==> config.mk <==
export PLATFORM = sky130hd
export DESIGN_NAME = widget2_deframer
export DESIGN_NICKNAME = d
export VERILOG_FILES = /design/src/rtl/widget2_deframer.sv
export SDC_FILE = /design/constraint.sdc
export NUM_CORES = 1
export LEC_CHECK = 0
export CORE_UTILIZATION = 50
export CTS_CLUSTER_SIZE = 8
export DETAILED_ROUTE_END_ITERATION = 6
export PLACE_DENSITY = 0.69
export SLEW_MARGIN = 30
export SYNTH_ARGS = -nofsm -noshare
export SYNTH_HDL_FRONTEND = slang
export SYNTH_SLANG_ARGS = --single-unit
==> constraint.sdc <==
create_clock -name clk_i -period 2.35 [get_ports clk_i]
set_input_delay 0.47 -clock clk_i [delete_from_list [all_inputs] [get_ports clk_i]]
set_output_delay 0.47 -clock clk_i [all_outputs]
set_load 0.05 [all_outputs]
==> src/rtl/widget2_deframer.sv <==
// rtl/widget2_deframer.sv - serial frame receiver with checked-word output FIFO
module widget2_deframer #(
  parameter int DATA_W     = 8,
  parameter bit PARITY_EN  = 1'b1,
  parameter int FIFO_DEPTH = 4
) (
  input  logic                              clk_i,
  input  logic                              rst_n_i,
  input  logic                              serial_in_i,
  output logic [DATA_W-1:0]                 out_data_o,
  output logic                              out_valid_o,
  input  logic                              out_ready_i,
  output logic [$clog2(FIFO_DEPTH+1)-1:0]   level_o,
  output logic                              parity_err_o,
  output logic                              frame_err_o,
  output logic                              overflow_o
);

  localparam int PTR_W = $clog2(FIFO_DEPTH);
  localparam int LVL_W = $clog2(FIFO_DEPTH + 1);
  localparam int CNT_W = $clog2(DATA_W + 1);

  typedef enum logic [2:0] {
    ST_IDLE,
    ST_DATA,
    ST_PARITY,
    ST_STOP,
    ST_BREAK
  } state_e;

  state_e             state_q;
  logic [CNT_W-1:0]   bit_cnt_q;
  logic [DATA_W-1:0]  shift_q;
  logic               par_bad_q;
  logic               parity_err_q;
  logic               frame_err_q;
  logic               overflow_q;

  logic [DATA_W-1:0]  mem_q [FIFO_DEPTH];
  logic [PTR_W-1:0]   rd_ptr_q, rd_ptr_d;
  logic [PTR_W-1:0]   wr_ptr_q, wr_ptr_d;
  logic [LVL_W-1:0]   count_q, count_d;
  logic               overflow_d;

  logic               push_w;
  logic               pop_w;
  logic               full_w;
  logic               wr_en_w;

  // A good word is offered to the FIFO on the stop-bit edge itself.
  assign push_w  = (state_q == ST_STOP) && serial_in_i && !par_bad_q;
  assign pop_w   = (count_q != '0) && out_ready_i;
  assign full_w  = (count_q == LVL_W'(FIFO_DEPTH));
  // When full, a same-cycle pop frees the head slot, which is exactly where wr_ptr points.
  assign wr_en_w = push_w && (!full_w || pop_w);

  // Frame recovery: start/data/parity/stop sequencing, error pulses registered for one cycle.
  always_ff @(posedge clk_i or negedge rst_n_i) begin
    if (!rst_n_i) begin
      state_q      <= ST_IDLE;
      bit_cnt_q    <= '0;
      shift_q      <= '0;
      par_bad_q    <= 1'b0;
      parity_err_q <= 1'b0;
      frame_err_q  <= 1'b0;
    end else begin
      parity_err_q <= 1'b0;
      frame_err_q  <= 1'b0;
      case (state_q)
        ST_IDLE: begin
          if (!serial_in_i) begin
            state_q   <= ST_DATA;
            bit_cnt_q <= '0;
            par_bad_q <= 1'b0;
          end
        end
        ST_DATA: begin
          shift_q   <= {serial_in_i, shift_q[DATA_W-1:1]};
          bit_cnt_q <= bit_cnt_q + 1'b1;
          if (bit_cnt_q == CNT_W'(DATA_W - 1)) begin
            state_q <= PARITY_EN ? ST_PARITY : ST_STOP;
          end
        end
        ST_PARITY: begin
          par_bad_q <= (^shift_q) ^ serial_in_i;
          state_q   <= ST_STOP;
        end
        ST_STOP: begin
          if (serial_in_i) begin
            state_q      <= ST_IDLE;
            parity_err_q <= par_bad_q;
          end else begin
            // Framing error takes precedence; the parity result is discarded.
            state_q     <= ST_BREAK;
            frame_err_q <= 1'b1;
          end
        end
        ST_BREAK: begin
          if (serial_in_i) begin
            state_q <= ST_IDLE;
          end
        end
        default: state_q <= ST_IDLE;
      endcase
    end
  end

  // FIFO next-state: pointer advance, occupancy and overflow detection.
  always_comb begin
    rd_ptr_d   = rd_ptr_q;
    wr_ptr_d   = wr_ptr_q;
    count_d    = count_q;
    overflow_d = push_w && full_w && !pop_w;
    if (pop_w) begin
      rd_ptr_d = rd_ptr_q + 1'b1;
    end
    if (wr_en_w) begin
      wr_ptr_d = wr_ptr_q + 1'b1;
    end
    case ({wr_en_w, pop_w})
      2'b10:   count_d = count_q + 1'b1;
      2'b01:   count_d = count_q - 1'b1;
      default: count_d = count_q;
    endcase
  end

  // FIFO storage and state registers.
  always_ff @(posedge clk_i or negedge rst_n_i) begin
    if (!rst_n_i) begin
      for (int i = 0; i < FIFO_DEPTH; i++) begin
        mem_q[i] <= '0;
      end
      rd_ptr_q   <= '0;
      wr_ptr_q   <= '0;
      count_q    <= '0;
      overflow_q <= 1'b0;
    end else begin
      if (wr_en_w) begin
        mem_q[wr_ptr_q] <= shift_q;
      end
      rd_ptr_q   <= rd_ptr_d;
      wr_ptr_q   <= wr_ptr_d;
      count_q    <= count_d;
      overflow_q <= overflow_d;
    end
  end

  assign out_data_o   = mem_q[rd_ptr_q];
  assign out_valid_o  = (count_q != '0);
  assign level_o      = count_q;
  assign parity_err_o = parity_err_q;
  assign frame_err_o  = frame_err_q;
  assign overflow_o   = overflow_q;

endmodule
Word level (Yosys, flattened, before mapping)

Index checks and enable logic that the tools add are counted.

Bits in registers: 58
Bits of input ports: 4
Output and inout port bits: 15
Logic and storage cells: 74

Add/sub/neg operators: 5
Order comparisons: 3
Eq/ne operators: 11
Mux-type cells: 19
Bitwise gates (word level): 3
Reductions and logical operators: 19

Operators by type and width:

| operator                                                 | count |
|---|---|
| bitwise mux 32 bit                                       | 1 |
| two-way mux 8 bit                                        | 3 |
| binary-select mux 8 bit (select 2 bit)                   | 1 |
| demux 8 bit (select 2 bit)                               | 1 |
| case mux 3 bit (5 select lines)                          | 1 |
| two-way mux 3 bit                                        | 4 |
| case mux 4 bit (2 select lines)                          | 1 |
| XOR reduction 8 bit                                      | 1 |
| logical AND 1 bit                                        | 7 |
| equality test 3 x 2 -> 1 bit, second input constant      | 2 |
| equality test 3 bit, second input constant               | 2 |
| greater-or-equal comparator 3 bit, second input constant | 2 |
| != test 2 bit, second input constant                     | 3 |
| inverter 2 -> 3 bit                                      | 2 |
| case mux 3 bit (2 select lines)                          | 1 |
| nonzero test 2 bit                                       | 3 |
| adder 2 x 1 -> 2 bit, second input constant              | 2 |
| adder 4 x 1 -> 4 bit, second input constant              | 1 |
| equality test 4 x 3 -> 1 bit, second input constant      | 1 |
| two-way mux 1 bit                                        | 4 |
| two-way mux 4 bit                                        | 1 |
| adder 3 x 1 -> 3 bit, second input constant              | 1 |
| equality test 3 x 1 -> 1 bit, second input constant      | 1 |
| zero test 1 bit                                          | 3 |
| 11 further kinds                                         | 11 |

Depth between registers and ports, before layout

Gate-level depths: netlist of run 1.

Depth in word-level cells: 6
Gate-level depth with buffers: 7
Depth with buffers taken out: 6

Least setup slack after synthesis of run 1

OpenSTA, ideal clock, no wires.

Kind: register to register
Start point: register count_q[1] (netlist: level_o[1])
End point: register count_q[1] (netlist: level_o[1])
Library setup time: 0.110 ns
Arrival time: 1.956 ns
Data required time: 2.240 ns
Slack: 0.284 ns
Stages on the path, launching flop included: 5
Path buffers: 0
Clock period less this slack: 2.066 ns
Path through: dfrtp_1 > o31a_1 > o21ai_0 > fa_1 > o41ai_1

Longest elaborated chain between the ends: 6
Elaborated cells between the ends (all ways): 12
Those cells by class: 2 x add/sub; 3 x eq/ne; 1 x mux; 6 x reduce/logical

Ends and longest elaborated chain:

| element                                                               | RTL line | text |
|---|---|---|
| start, declared                                                       | 42       | `logic [LVL_W-1:0] count_q, count_d;` |
| start signal, assigned                                                | 143      | `count_q <= count_d;` |
| equality test 3 bit or nonzero test 3 bit (tied branches)             | 53, 52   |  |
| zero test 1 bit or logical AND 1 bit (tied branches)                  | 55, 52   |  |
| logical OR 1 bit                                                      | 55       | `assign wr_en_w = push_w && (!full_w \|\| pop_w);` |
| logical AND 1 bit                                                     | 55       |  |
| equality test 2 x 1 -> 1 bit or equality test 2 bit (tied branches)   | 120      | `case ({wr_en_w, pop_w})` |
| case mux 3 bit (2 select lines) or nonzero test 2 bit (tied branches) | --       |  |

Parallel ways exist; a longest one is shown, timed or not.
A chain may end at the register's enable or synchronous reset.

Final worst setup path of run 1

Start point: register count_q[1] (netlist: level_o[1])
End point: output out_valid_o

Longest elaborated chain between the ends: 1

Ends and longest elaborated chain:

| element            | RTL line | text |
|---|---|---|
| nonzero test 3 bit | 149      | `assign out_valid_o = (count_q != '0);` |
| end, declared      | 11       | `output logic out_valid_o,` |

Every way passes these cells.

==> metrics.md, run 1 <==
| Metric | Value |
|---|---|
| Cts bufs inserted | 9 |
| Mean Syn Cell Area | 14.3 µm² |
| Total track usage | 0.189 |
| Core region area | 0.00557 mm² |
| Register-to-Register Path Depth | 4 |
| Ys Warns | 0 |
| Mapped Area | 0.00291 mm² |
| Peak fanout along the critical path | 2 |
| Initial antenna violation count | 0 |
| Synthesized Nets | 213 |
| Total iterations of the first detailed-routing run | 4 |
| Required @ worst endpoint | 1.88 ns |
| Layout cells sized above 1 | 0.390 |
| Synth cell count leaders | 58 x dfrtp_1, 32 x mux2_4, 12 x nor2_1 |
| Synth Register Bits | 58 |
| Post-CTS Setup Inserts | 0 |
| Top FF cell, synth | dfrtp_1 |
| RSZ-0062 raised after global routing | no |
| Final Max Slew Viols | 0 |
| CTS Buffer Depth | 2 |
| Leak | 0.00163 µW |
| Fill cells | 439 |
| Largest cells by area after synthesis | dfrtp_1 50%, mux2_4 17%, mux4_2 6.2%, mux2_2 3.5%, xnor2_1 2.4% |
| # diodes | 0 |
| Final antenna-violating net count | 0 |
| CP startpoint kind | register |
| End of the worst register-to-register path | level_o[1] |
| Num rows | 27 |
| IO Pins | 19 |
| Reg2reg setup slack | 0.42 ns |
| VDD IR max | 0.000791 V |
| Synth area leader | dfrtp_1 |
| PwrDens | 1340 mW/mm² |
| Synth top area share | 0.498 |
| Synth unique cells | 41 |
| Outcome | complete, no violations |
| Residual DRC | 0 |
| DPL Wire Length | 3350 µm |
| Hold WC Path Type | input port to asynchronous set/reset pin |
| Remaining global-route overflow | 0 |
| Height of the die | 78.3 µm |
| Die footprint | 0.00613 mm² |
| Skew final | 0.00734 ns |
| Clk_lat worst skew | 0.33 ns |
| Final setup viols | 0 |
| Via density | 5.33 |
| Largest net degree at the start of global routing | 33 |
| Setup tns final | 0 ns |
| First-pass GRT wire length | 8470 µm |
| Slew margin rel. | 0.580 |
| Area occupied by multi-input gates | 0.00135 mm² |
| Worst-margin pin slew | 0.630 ns |
| # resized after CTS | 0 |
| PortBufs | 18 |
| Max frequency | 438 MHz |
| Vias in the first global route | 1672 |
| Final nets | 248 |
| Htree depth | 3 |
| Seq/Total Area, Yosys | 0.498 |
| Async S/R FF share, synth | 1.00 |
| GP Congestion | 0.789 |
| Minimum clock period | 2.28 ns |
| Initial Utilization | 0.522 |
| DR vias | 1669 |
| Post-synth EDFFs | 0 |
| Root buffer cell | clkbuf_8 |
| Period utilization | 0.972 |
| Layout area overhead | 19.6% |
| Top-count cell post-synth | dfrtp_1 |
| CTS tree | built |
| Worst-path clk slew | 0.06 ns |
| Clk sinks | 58 |
| Post-Synthesis Cells | 203 |
| Cts-stage hold buffer count | 0 |
| Critical Path AT | 1.81 ns |
| CP Launch Point | level_o[1] |
| Overall Power | 4680 µW |
| Worst r2r src | state_q[2] |
| CP Capture Type | output port |
| Total Wirelength | 4960 µm |
| Max-Cap Viols | 0 |
| FF+latch area | 0.00145 mm² |
| Die W | 78.3 µm |
| 1st-iter DRT viols | 43 |
| DR WL/cell | 15.8 µm |
| WS Path Type | register to output port |
| Final hold vios | 0 |
| Worst setup path end | out_valid_o |
flip-flops by register name, indices dropped and copies added, names as in the netlist:
register and flops:
shift_q 8, par_bad_q 1, mem_q 32, frame_err_o 1
rd_ptr_q 2, state_q 3, parity_err_o 1, level_o 3
bit_cnt_q 4, wr_ptr_q 2, overflow_o 1
per-stage QoR:
step | instances | hold slack (ns) | setup slack (ns) | instance area, µm² | util
2_1_floorplan | 203 | 0.174 | 0.284 | 2910 | -
3_3_place_gp | 299 | 0.490 | 0.0651 | 3260 | 0.585
3_5_place_dp | 299 | 0.492 | 0.0385 | 3260 | 0.585
4_1_cts | 313 | 0.149 | 0.0429 | 3480 | 0.625
5_1_grt | 313 | 0.189 | 0.0105 | 3480 | 0.625
6_report | 313 | 0.152 | 0.0653 | 3480 | 0.625
routing by layer:
metal,share of wire,vias to the layer above,GRT usage
met1,0.49,842,0.255
met4,0.0081,0,0.0778
li1,-,796,-
met3,0.034,4,0.0663
met2,0.47,27,0.279
met5,0,-,0
cell type report:
cell class	instances	share of cell area
clock buffer	12	0.0474
inverter	7	0.00754
multi-input combinational	128	0.388
timing repair buffer	34	0.0970
clock inverter	2	0.0172
tap	72	0.0259
sequential	58	0.417
worst min-delay path by stage:
stage | cells past startpoint | end
6_report | 1 | mem_q[29]
5_1_grt | 1 | mem_q[29]
4_1_cts | 1 | mem_q[29]
3_5_place_dp | 1 | mem_q[22]
3_3_place_gp | 1 | mem_q[15]
2_1_floorplan | 0 | bit_cnt_q[0]
worst max-delay path, cell delays in order (launching register included):
cell and delay [ns]:
dfrtp_1 0.37, or3_1 0.40, clkdlybuf4s50_1 0.72
report_power, final:
group	internal (µW)	switching, µW
clock network	672	369
registers	1340	390
logic	1030	875
layout by cell type, fill, tap and decap left out, types with 3 or more instances in the layout:
master / count
a22o_1: 3
nand3_1: 3
clkdlybuf4s50_1: 9
dfrtp_1: 58
mux2_2: 9
ha_1: 5
nand2_1: 5
buf_4: 19
and2_1: 5
nor2_1: 12
o21ai_0: 6
mux2_4: 32
clkbuf_8: 12
nor3_1: 4
inv_1: 7
mux4_2: 8
xnor2_1: 8
buf_12: 5
cell families after synthesis:
logic type,Yosys count,synth area share
AOI/OAI and AO/OA,20,0.0477
xor gates and xnor gates,11,0.0378
adders and majority gates,6,0.0284
buffers and inverters,17,0.0370
DFF,58,0.498
muxes,49,0.262
and+or+nand+nor,42,0.0890
No activity file was read; power rests on OpenSTA's default activity.
==> inputs of run 2 (changes only) <==
- ABC_AREA: not set -> 0
==> results of run 2 <==
Final layout, timing and power as in run 1 (identical DEF).
